==> src/rtl/reduction_offload_arbiter_pkg.sv <==
// Shared helpers for the reduction offload arbiter: index-width derivation
// and default parameter values used by the top and its tag FIFO.
package reduction_offload_arbiter_pkg;

  localparam int unsigned DefaultNumChannels    = 2;
  localparam int unsigned DefaultDataWidth      = 64;
  localparam int unsigned DefaultMaxOutstanding = 4;

  // Width of an index into n entries; never less than one bit.
  function automatic int unsigned idx_width(input int unsigned n);
    return (n > 1) ? $clog2(n) : 1;
  endfunction

endpackage

==> src/rtl/reduction_offload_arbiter_tagfifo.sv <==
// Tag FIFO recording which channel issued each in-flight backend request.
// Caller guarantees no push when full and no pop when empty.
module reduction_offload_arbiter_tagfifo
  import reduction_offload_arbiter_pkg::*;
#(
  parameter int unsigned DataWidth = 1,
  parameter int unsigned Depth     = 4
) (
  input  logic                         clk_i,
  input  logic                         rst_i,
  input  logic                         push_i,
  input  logic [DataWidth-1:0]         data_i,
  input  logic                         pop_i,
  output logic [DataWidth-1:0]         data_o,
  output logic [$clog2(Depth+1)-1:0]   count_o,
  output logic                         empty_o
);

  localparam int unsigned PtrW = idx_width(Depth);
  localparam int unsigned CntW = $clog2(Depth + 1);

  logic [DataWidth-1:0] mem_q [Depth];
  logic [PtrW-1:0]      wr_ptr_q, wr_ptr_d;
  logic [PtrW-1:0]      rd_ptr_q, rd_ptr_d;
  logic [CntW-1:0]      cnt_q, cnt_d;

  // Pointers wrap at Depth, which need not be a power of two.
  function automatic logic [PtrW-1:0] wrap_inc(input logic [PtrW-1:0] p);
    return (p == PtrW'(Depth - 1)) ? '0 : p + 1'b1;
  endfunction

  always_comb begin
    wr_ptr_d = wr_ptr_q;
    rd_ptr_d = rd_ptr_q;
    cnt_d    = cnt_q;
    if (push_i) wr_ptr_d = wrap_inc(wr_ptr_q);
    if (pop_i)  rd_ptr_d = wrap_inc(rd_ptr_q);
    if (push_i && !pop_i)      cnt_d = cnt_q + 1'b1;
    else if (!push_i && pop_i) cnt_d = cnt_q - 1'b1;
  end

  always_ff @(posedge clk_i) begin
    if (rst_i) begin
      wr_ptr_q <= '0;
      rd_ptr_q <= '0;
      cnt_q    <= '0;
    end else begin
      wr_ptr_q <= wr_ptr_d;
      rd_ptr_q <= rd_ptr_d;
      cnt_q    <= cnt_d;
    end
  end

  always_ff @(posedge clk_i) begin
    if (push_i) mem_q[wr_ptr_q] <= data_i;
  end

  assign data_o  = mem_q[rd_ptr_q];
  assign count_o = cnt_q;
  assign empty_o = (cnt_q == '0);

endmodule

==> src/rtl/reduction_offload_arbiter.sv <==
// Round-robin sharing of one in-order reduction backend among several router
// offload ports; a tag FIFO steers each backend response to its issuing channel.
module reduction_offload_arbiter
  import reduction_offload_arbiter_pkg::*;
#(
  parameter int unsigned NumChannels    = DefaultNumChannels,
  parameter int unsigned DataWidth      = DefaultDataWidth,
  parameter int unsigned MaxOutstanding = DefaultMaxOutstanding,
  parameter type         op_t           = logic [3:0]
) (
  input  logic                                  clk_i,
  input  logic                                  rst_i,
  input  op_t  [NumChannels-1:0]                ch_req_op_i,
  input  logic [NumChannels-1:0][DataWidth-1:0] ch_req_operand1_i,
  input  logic [NumChannels-1:0][DataWidth-1:0] ch_req_operand2_i,
  input  logic [NumChannels-1:0]                ch_req_valid_i,
  output logic [NumChannels-1:0]                ch_req_ready_o,
  output logic [DataWidth-1:0]                  ch_resp_result_o,
  output logic [NumChannels-1:0]                ch_resp_valid_o,
  input  logic [NumChannels-1:0]                ch_resp_ready_i,
  output op_t                                   be_req_op_o,
  output logic [DataWidth-1:0]                  be_req_operand1_o,
  output logic [DataWidth-1:0]                  be_req_operand2_o,
  output logic                                  be_req_valid_o,
  input  logic                                  be_req_ready_i,
  input  logic [DataWidth-1:0]                  be_resp_result_i,
  input  logic                                  be_resp_valid_i,
  output logic                                  be_resp_ready_o,
  output logic [$clog2(MaxOutstanding+1)-1:0]   outstanding_o,
  output logic                                  err_o
);

  localparam int unsigned IdxW = idx_width(NumChannels);
  localparam int unsigned CntW = $clog2(MaxOutstanding + 1);

  logic [IdxW-1:0]      rr_ptr_q, rr_ptr_d;
  logic                 lock_q, lock_d;
  logic [IdxW-1:0]      lock_idx_q, lock_idx_d;
  logic [IdxW-1:0]      grant, cand;
  logic                 any_valid, can_issue, req_hs;
  logic [CntW-1:0]      occupancy;
  logic [IdxW-1:0]      tag_head;
  logic                 fifo_empty;
  logic                 resp_valid_q, resp_valid_d;
  logic [IdxW-1:0]      resp_ch_q, resp_ch_d;
  logic [DataWidth-1:0] resp_data_q, resp_data_d;
  logic                 resp_drain, be_resp_hs, tag_pop, orphan;
  logic                 err_q, err_d;

  // A stalled grant stays locked while its channel still requests; otherwise
  // the first valid channel at or after the priority pointer wins.
  always_comb begin
    grant     = rr_ptr_q;
    cand      = rr_ptr_q;
    any_valid = 1'b0;
    if (lock_q && ch_req_valid_i[lock_idx_q]) begin
      grant     = lock_idx_q;
      any_valid = 1'b1;
    end else begin
      for (int i = NumChannels - 1; i >= 0; i--) begin
        cand = IdxW'((int'(rr_ptr_q) + i) % NumChannels);
        if (ch_req_valid_i[cand]) begin
          grant     = cand;
          any_valid = 1'b1;
        end
      end
    end
  end

  assign can_issue      = !rst_i && any_valid && (occupancy < CntW'(MaxOutstanding));
  assign req_hs         = can_issue && be_req_ready_i;
  assign be_req_valid_o = can_issue;

  always_comb begin
    ch_req_ready_o    = '0;
    be_req_op_o       = '0;
    be_req_operand1_o = '0;
    be_req_operand2_o = '0;
    if (req_hs) ch_req_ready_o[grant] = 1'b1;
    if (can_issue) begin
      be_req_op_o       = ch_req_op_i[grant];
      be_req_operand1_o = ch_req_operand1_i[grant];
      be_req_operand2_o = ch_req_operand2_i[grant];
    end
  end

  always_comb begin
    rr_ptr_d   = rr_ptr_q;
    lock_d     = 1'b0;
    lock_idx_d = lock_idx_q;
    if (req_hs) begin
      rr_ptr_d = (grant == IdxW'(NumChannels - 1)) ? '0 : grant + 1'b1;
    end else if (can_issue) begin
      lock_d     = 1'b1;
      lock_idx_d = grant;
    end
  end

  reduction_offload_arbiter_tagfifo #(
    .DataWidth(IdxW),
    .Depth    (MaxOutstanding)
  ) i_tagfifo (
    .clk_i  (clk_i),
    .rst_i  (rst_i),
    .push_i (req_hs),
    .data_i (grant),
    .pop_i  (tag_pop),
    .data_o (tag_head),
    .count_o(occupancy),
    .empty_o(fifo_empty)
  );

  // Response register accepts a new result when empty or being drained.
  assign resp_drain      = resp_valid_q && ch_resp_ready_i[resp_ch_q];
  assign be_resp_ready_o = !rst_i && (!resp_valid_q || resp_drain);
  assign be_resp_hs      = be_resp_valid_i && be_resp_ready_o;
  assign tag_pop         = be_resp_hs && !fifo_empty;
  assign orphan          = be_resp_hs && fifo_empty;

  always_comb begin
    resp_valid_d = resp_valid_q;
    resp_ch_d    = resp_ch_q;
    resp_data_d  = resp_data_q;
    err_d        = err_q || orphan;
    if (tag_pop) begin
      resp_valid_d = 1'b1;
      resp_ch_d    = tag_head;
      resp_data_d  = be_resp_result_i;
    end else if (resp_drain) begin
      resp_valid_d = 1'b0;
    end
  end

  always_ff @(posedge clk_i) begin
    if (rst_i) begin
      rr_ptr_q     <= '0;
      lock_q       <= 1'b0;
      lock_idx_q   <= '0;
      resp_valid_q <= 1'b0;
      resp_ch_q    <= '0;
      resp_data_q  <= '0;
      err_q        <= 1'b0;
    end else begin
      rr_ptr_q     <= rr_ptr_d;
      lock_q       <= lock_d;
      lock_idx_q   <= lock_idx_d;
      resp_valid_q <= resp_valid_d;
      resp_ch_q    <= resp_ch_d;
      resp_data_q  <= resp_data_d;
      err_q        <= err_d;
    end
  end

  always_comb begin
    ch_resp_valid_o = '0;
    if (resp_valid_q) ch_resp_valid_o[resp_ch_q] = 1'b1;
  end

  assign ch_resp_result_o = resp_data_q;
  assign outstanding_o    = occupancy;
  assign err_o            = err_q;

endmodule
==> config.mk <==
export PLATFORM = sky130hd
export DESIGN_NAME = reduction_offload_arbiter
export DESIGN_NICKNAME = d
export VERILOG_FILES = /design/src/rtl/reduction_offload_arbiter_pkg.sv /design/src/rtl/reduction_offload_arbiter_tagfifo.sv /design/src/rtl/reduction_offload_arbiter.sv
export SDC_FILE = /design/constraint.sdc
export NUM_CORES = 1
export LEC_CHECK = 0
export BUFFER_PORTS_ARGS = -buffer_cell sky130_fd_sc_hd__buf_4
export CAP_MARGIN = 20
export CORE_AREA = 2 2 209 211
export CTS_BUF_LIST = sky130_fd_sc_hd__clkbuf_8
export CTS_CLUSTER_DIAMETER = 150
export DETAILED_ROUTE_END_ITERATION = 10
export DIE_AREA = 0 0 211 213
export PLACE_DENSITY = 0.37
export SLEW_MARGIN = 20
export SYNTH_ARGS = -nofsm -noshare
export SYNTH_HDL_FRONTEND = slang
export SYNTH_SLANG_ARGS = --single-unit
export TNS_END_PERCENT = 50
==> constraint.sdc <==
create_clock -name clk_i -period 3.8 [get_ports clk_i]
set_input_delay 0.57 -clock clk_i [delete_from_list [all_inputs] [get_ports clk_i]]
set_output_delay 0.57 -clock clk_i [all_outputs]
set_load 0.03 [all_outputs]
# Yosys cells after proc, flatten, opt, wreduce, memory -nomap -nowiden
# Memory sizes are Yosys's and may differ from the RTL's. A register that Yosys moved wholly into a read port is not among the register bits.
# Index checks and enable logic that the tools add are counted.
# W data, S select, Z words.
[word_totals]
register_bits = 76
mem_bits_rw = 4
input_bits = 336
out_inout_bits = 206
word_cells = 91
memories = 1
[op_classes]
n_addsub = 6
magnitude_cmp = 8
n_eq_ne = 2
n_mux = 39
n_bitwise = 1
reduce_logical = 25
[memory_table]
columns = ["memory", "depth", "width", "read_ports", "rd_ports_with_merged_regs", "write_ports", "line_no", "rtl"]
rows = [
  ["i_tagfifo.mem_q", 4, 1, 1, 1, 1, "reduction_offload_arbiter_tagfifo.sv:22", "logic [DataWidth-1:0] mem_q [Depth];"],
]
[ops]
columns = ["operator", "n"]
rows = [
  ["$mux W64", 6],
  ["$mux W1", 22],
  ["$logic_and A1 B1 Y1", 13],
  ["$mux W4", 3],
  ["$lt A1 B2 Y1 const B", 5],
  ["$mux W2", 4],
  ["$mux W3", 2],
  ["$logic_not A1 Y1", 5],
  ["$add A2 B1 Y2 const B", 2],
  ["$eq A2 B2 Y1 const B", 2],
  ["$reduce_bool A2 Y1", 2],
  ["$add A3 B1 Y3 const B", 1],
  ["$logic_not A3 Y1", 1],
  ["$lt A3 B3 Y1 const B", 1],
  ["$sub A3 B1 Y3 const B", 1],
  ["$add A1 B1 Y1 const B", 2],
  ["$demux W1 S1", 2],
  ["$ge A1 B1 Y1 const B", 2],
  ["$logic_or A1 B1 Y1", 2],
  ["$reduce_and A2 Y1", 1],
  ["$reduce_or A2 Y1", 1],
  ["$not A1 Y1", 1],
]

# Depth between registers and ports, before layout
[logic_depth]
depth_word = 13
depth_mapped = 11
ltp_nobuf = 11

# By module
# Synthesis repeated with hierarchy kept, for this count alone.
[unflattened]
cells_unflattened = 804
hier_area_um2 = 5676.7
[modules_own_cells]
columns = ["module", "n_inst", "cells_per_inst", "area_each_um2", "seq_area_each_um2"]
rows = [
  ["reduction_offload_arbiter", 1, 755, 5098.6, 1401.3],
  ["reduction_offload_arbiter_tagfifo", 1, 49, 578.1, 300.3],
]

# Worst setup path before layout
# No wires, ideal clock.
[synth_timing]
path_type = "input to register"
startpoint = "input port rst_i"
endpoint = "register i_tagfifo.cnt_q[2] (netlist: i_tagfifo.count_o[2])"
setup_time_ps = 70
t_arrival_ps = 2479
required_time_ps = 3730
slack_ps = 1251
stages = 11
n_path_buf = 0
cell_sequence = "nor2_1 > o21ai_2 > inv_1 > nand2_1 > inv_1 > ha_1 > inv_1 > fa_1 > xor2_1 > or3_1 > a21oi_1"
[synth_via]
elab_chain_cells = 7
word_cells_on_any_way = 13
cone_classes = "mux (1); reduce/logical (12)"
[synth_lines]
columns = ["item", "line_no", "rtl"]
rows = [
  ["start, declared", "reduction_offload_arbiter.sv:12", "input logic rst_i,"],
  ["$logic_not A1 Y1 (*)", "reduction_offload_arbiter.sv:70", "assign can_issue = !rst_i && any_valid && (occupancy < CntW'(MaxOutstanding));"],
  ["$logic_and A1 B1 Y1 (*) (2 in series)", "reduction_offload_arbiter.sv:70", ""],
  ["net be_req_valid_o", "reduction_offload_arbiter.sv:24", "output logic be_req_valid_o,"],
  ["$logic_and A1 B1 Y1 (*)", "reduction_offload_arbiter.sv:71", "assign req_hs = can_issue && be_req_ready_i;"],
  ["net i_tagfifo.push_i", "reduction_offload_arbiter_tagfifo.sv:11", "input logic push_i,"],
  ["$logic_not A1 Y1", "reduction_offload_arbiter_tagfifo.sv:39", "else if (!push_i && pop_i) cnt_d = cnt_q - 1'b1;"],
  ["$logic_and A1 B1 Y1", "reduction_offload_arbiter_tagfifo.sv:39", ""],
  ["$reduce_bool A2 Y1 (no line)", "-", ""],
  ["end signal, assigned", "reduction_offload_arbiter_tagfifo.sv:50", "cnt_q <= cnt_d;"],
  ["end, declared", "reduction_offload_arbiter_tagfifo.sv:25", "logic [CntW-1:0] cnt_q, cnt_d;"],
]
# Mark *: on every way through the listed nets, which the timed path passes. The rest lies on a longest branch.
# A chain may end at the register's enable or synchronous reset.

# Final worst setup path
[layout_timing]
startpoint = "register i_tagfifo.cnt_q[2] (netlist: i_tagfifo.count_o[2])"
endpoint = "output port be_req_operand2_o[33]"
[layout_via]
elab_chain_cells = 3
[layout_lines]
columns = ["item", "line_no", "rtl"]
rows = [
  ["$lt A3 B3 Y1", "reduction_offload_arbiter.sv:70", ""],
  ["$logic_and A1 B1 Y1", "reduction_offload_arbiter.sv:70", ""],
  ["$mux W64", "reduction_offload_arbiter.sv:80", "if (can_issue) begin"],
  ["end, declared", "reduction_offload_arbiter.sv:23", "output logic [DataWidth-1:0] be_req_operand2_o,"],
]
# Every way passes these cells.

==> reports/qor.csv <==
stage,metric,value,unit
synthesis,synth-seq-cells,81,
place,dp_slack,0.814,ns
cts,path_clk_slew,0.11,ns
layout,num_antenna_cells,0,
critical_path,cp-start-kind,register,
drt,avgViaCountPerCell,4.17,
global_route,grt-busiest-layer,met2,
layout,nets,1650,
drt,drt-initial-drc-count,406,
sta,rsz0062_at_grt,no,
synthesis,synth_top_area_share,28.1,%
critical_path,crit_slowest_cell,buf_4,
synthesis,async_reset_ff_share,0,%
synthesis,syn_avg_cell_area,6.58,sq um
layout,post-route-cell-area,10100,sq um
synthesis,synth-simple-area-share,23.8,%
global_route,antenna_found_initial,0,
global_route,grt_use_met2,22.4,%
critical_path,crit_top_cell,buf_4,
global_route,grt_pass1_wl,45.5,mm
pwr,power_leakage,4.64,nW
critical_path,critPathMaxStageDelay,0.66,ns
layout,syn_to_final_growth,85.2,%
critical_path,critPathRequiredTime,3.23,ns
global_route,gr-total-overflow,0,
synthesis,ys_types,40,
synthesis,syn_inst,832,
sta,clock_skew,0.0231,ns
die,coreArea,42700,sq um
cts,numCtsBuffers,9,
synthesis,synth_compound_area_share,32.7,%
sta,fin_crit,3.01,ns
critical_path,path_max_fanout,60,
flow_run,max_cap_violations,0,
global_route,grt_max_degree,80,
critical_path,worst-path-buf-inv,2,
drt,drc,0,
synthesis,ys.flop_type,dfxtp_1,
synthesis,synthAdderAreaFrac,1.74,%
drt,routed_wl,32.0,mm
place,dp.cells,1842,
pwr,peakVddDrop,0.146,mV
synthesis,syn-num-nets,1175,
sta,finalSetupViolations,0,
critical_path,arrival,2.44,ns
synthesis,synth_edf_count,4,
sta,relSlewSlack,43.3,%
cts,cts.sinks,81,
outcome,status,"complete, no violations",
place,gp_congestion,0.724,
layout,postLayoutCoreUtil,23.8,%
sta,final-hold-violation-count,0,
synthesis,yosysWarnings,0,
sta,fin_crit_sh,79.2,%
cts,cts_resized,0,
worst_hold_path,hold_class,in2reg,
critical_path,critPathKind,reg2out,
die,initial_utilization,12.8,%
drt,routedWlPerCell,17.2,um
cts,cts_buffer_depth,2,
global_route,gr-usage-met1,16.1,%
sta,setup_tns,0,ns
synthesis,yosysMostFrequentCell,a21oi_1,
pwr,p_total,4.14,mW
die,io-pin-count,542,
synthesis,synth_top_area_cell,dfxtp_1,
global_route,grt_util_met3,2.91,%
critical_path,critPathTopFamily,buffers and inverters,
die,die_y,213,um
synthesis,synth_common_cells,"a21oi_1, nand2_1, nand3_1",
synthesis,synth_area,5480,sq um
place,portBuffers,541,
critical_path,path_cells,nor2_1 > o21ai_4 > buf_4 > a21oi_1 > buf_4,
sta,fin_ws,0.791,ns
die,dieArea,44900,sq um
cts,insertion_delay,0.38,ns
sta,tightest_slew,0.851,ns
pwr,power_density,408,nW/um^2
cts,htree_levels,3,
cts,hold_buffers,0,
synthesis,synthMuxAreaShare,1.23,%
synthesis,synth.top_cells.by_area,"dfxtp_1, a21oi_1, nand3_1",
drt,routed-via-count,7744,
sta,clock.fmax,332,MHz
cts,clock-root-buffer,clkbuf_8,
sta,drv_slew,0,
cts,post_cts_buffers,0,
die,fp.dieW,211,um
synthesis,synth_top_family_by_area,compound AO/OA/AOI/OAI gates,
synthesis,synth_xor_xnor_area_share,0.320,%
critical_path,end_kind,primary output,
drt,ant_nets,0,
global_route,grt_pass1_vias,7472,
die,placementRows,76,
layout,final_cells,1858,
drt,firstDrtPassIters,6,
layout,drive_above_1_share,44.9,%
global_route,grt_usage,13.0,%
place,placed_area,9950,sq um
synthesis,yosysSeqAreaShare,30.3,%
place,dp_hpwl,24.1,mm
cts,cts_tree,built,
sta,worst_hold_slack,0.429,ns
routing by layer:
| metal | share of wire [%] | vias to the layer above |
|---|---|---|
| met1 | 41 | 3536 |
| met2 | 51 | 310 |
| met3 | 6.5 | 33 |
| met5 | 0 | - |
| met4 | 2.0 | 0 |
| li1 | - | 3865 |
placed cells by master, fill, tap and decap left out, types with 3 or more instances in the layout:
master / Yosys / routed
buf_4: 6 / 550
a21oi_1: 203 / 203
nand2_1: 135 / 135
nand3_1: 132 / 132
dfxtp_1: 77 / 77
o21ai_1: 69 / 69
o21ai_0: 63 / 63
nor2_1: 9 / 9
clkbuf_8: 0 / 9
buf_12: 0 / 7
inv_1: 6 / 6
ha_1: 6 / 6
and3_1: 4 / 4
edfxtp_1: 4 / 4
inv_8: 0 / 3
kinds of logic (layout without fill, tap and decap cells):
group                      count (synthesis)  in the layout
buffers and inverters                    100            580
xor gates and xnor gates                   2              2
muxes                                      5              5
DFF                                       81             81
and+or+nand+nor                          291            291
AOI/OAI and AO/OA                        346            346
adders and majority gates                  7              7
worst min-delay path: stages:
cell     delay [ns]
buf_4          0.11
nand2_1        0.04
a21oi_1        0.05
flip-flops by register name, summed over array words and instances (netlist names):
name                count
ch_resp_result_o       64
err_o                   1
i_tagfifo.count_o       3
i_tagfifo.mem_q         4
i_tagfifo.rd_ptr_q      2
i_tagfifo.wr_ptr_q      2
lock_idx_q              1
lock_q                  1
resp_ch_q               1
resp_valid_q            1
rr_ptr_q                1
power by group:
part / leakage [nW] / internal, mW / switching [mW]
sequential: 0.664 / 1.01 / 0.105
clock: 0.0985 / 0.258 / 0.378
combinational: 3.88 / 0.902 / 1.49
total: 4.64 / 2.17 / 1.98
path summary, 6_finish.rpt:
| path | slack [ns] | depth (start not counted) | startpoint | end |
|---|---|---|---|---|
| worst max-delay path | 0.79 | 5 | i_tagfifo.count_o[2]$_SDFFE_PP0P_ | be_req_operand2_o[33] |
| worst max register to register | 1.13 | 11 | i_tagfifo.count_o[2]$_SDFFE_PP0P_ | i_tagfifo.count_o[2]$_SDFFE_PP0P_ |
| worst min-delay path | 0.43 | 3 | be_resp_result_i[50] | ch_resp_result_o[50]$_SDFFE_PP0P_ |
| worst min register to register | 0.46 | 2 | ch_resp_result_o[62]$_SDFFE_PP0P_ | ch_resp_result_o[62]$_SDFFE_PP0P_ |
final cells by class:
type	instances	area, sq um
multi-input combinational	651	3310
clock inverter	7	72.6
sequential	81	1660
clock buffer	9	124
fill	4829	32600
timing repair buffer	557	4270
inverter	7	26.3
tap	546	683
Note: power is estimated with default switching activity, not from simulation.
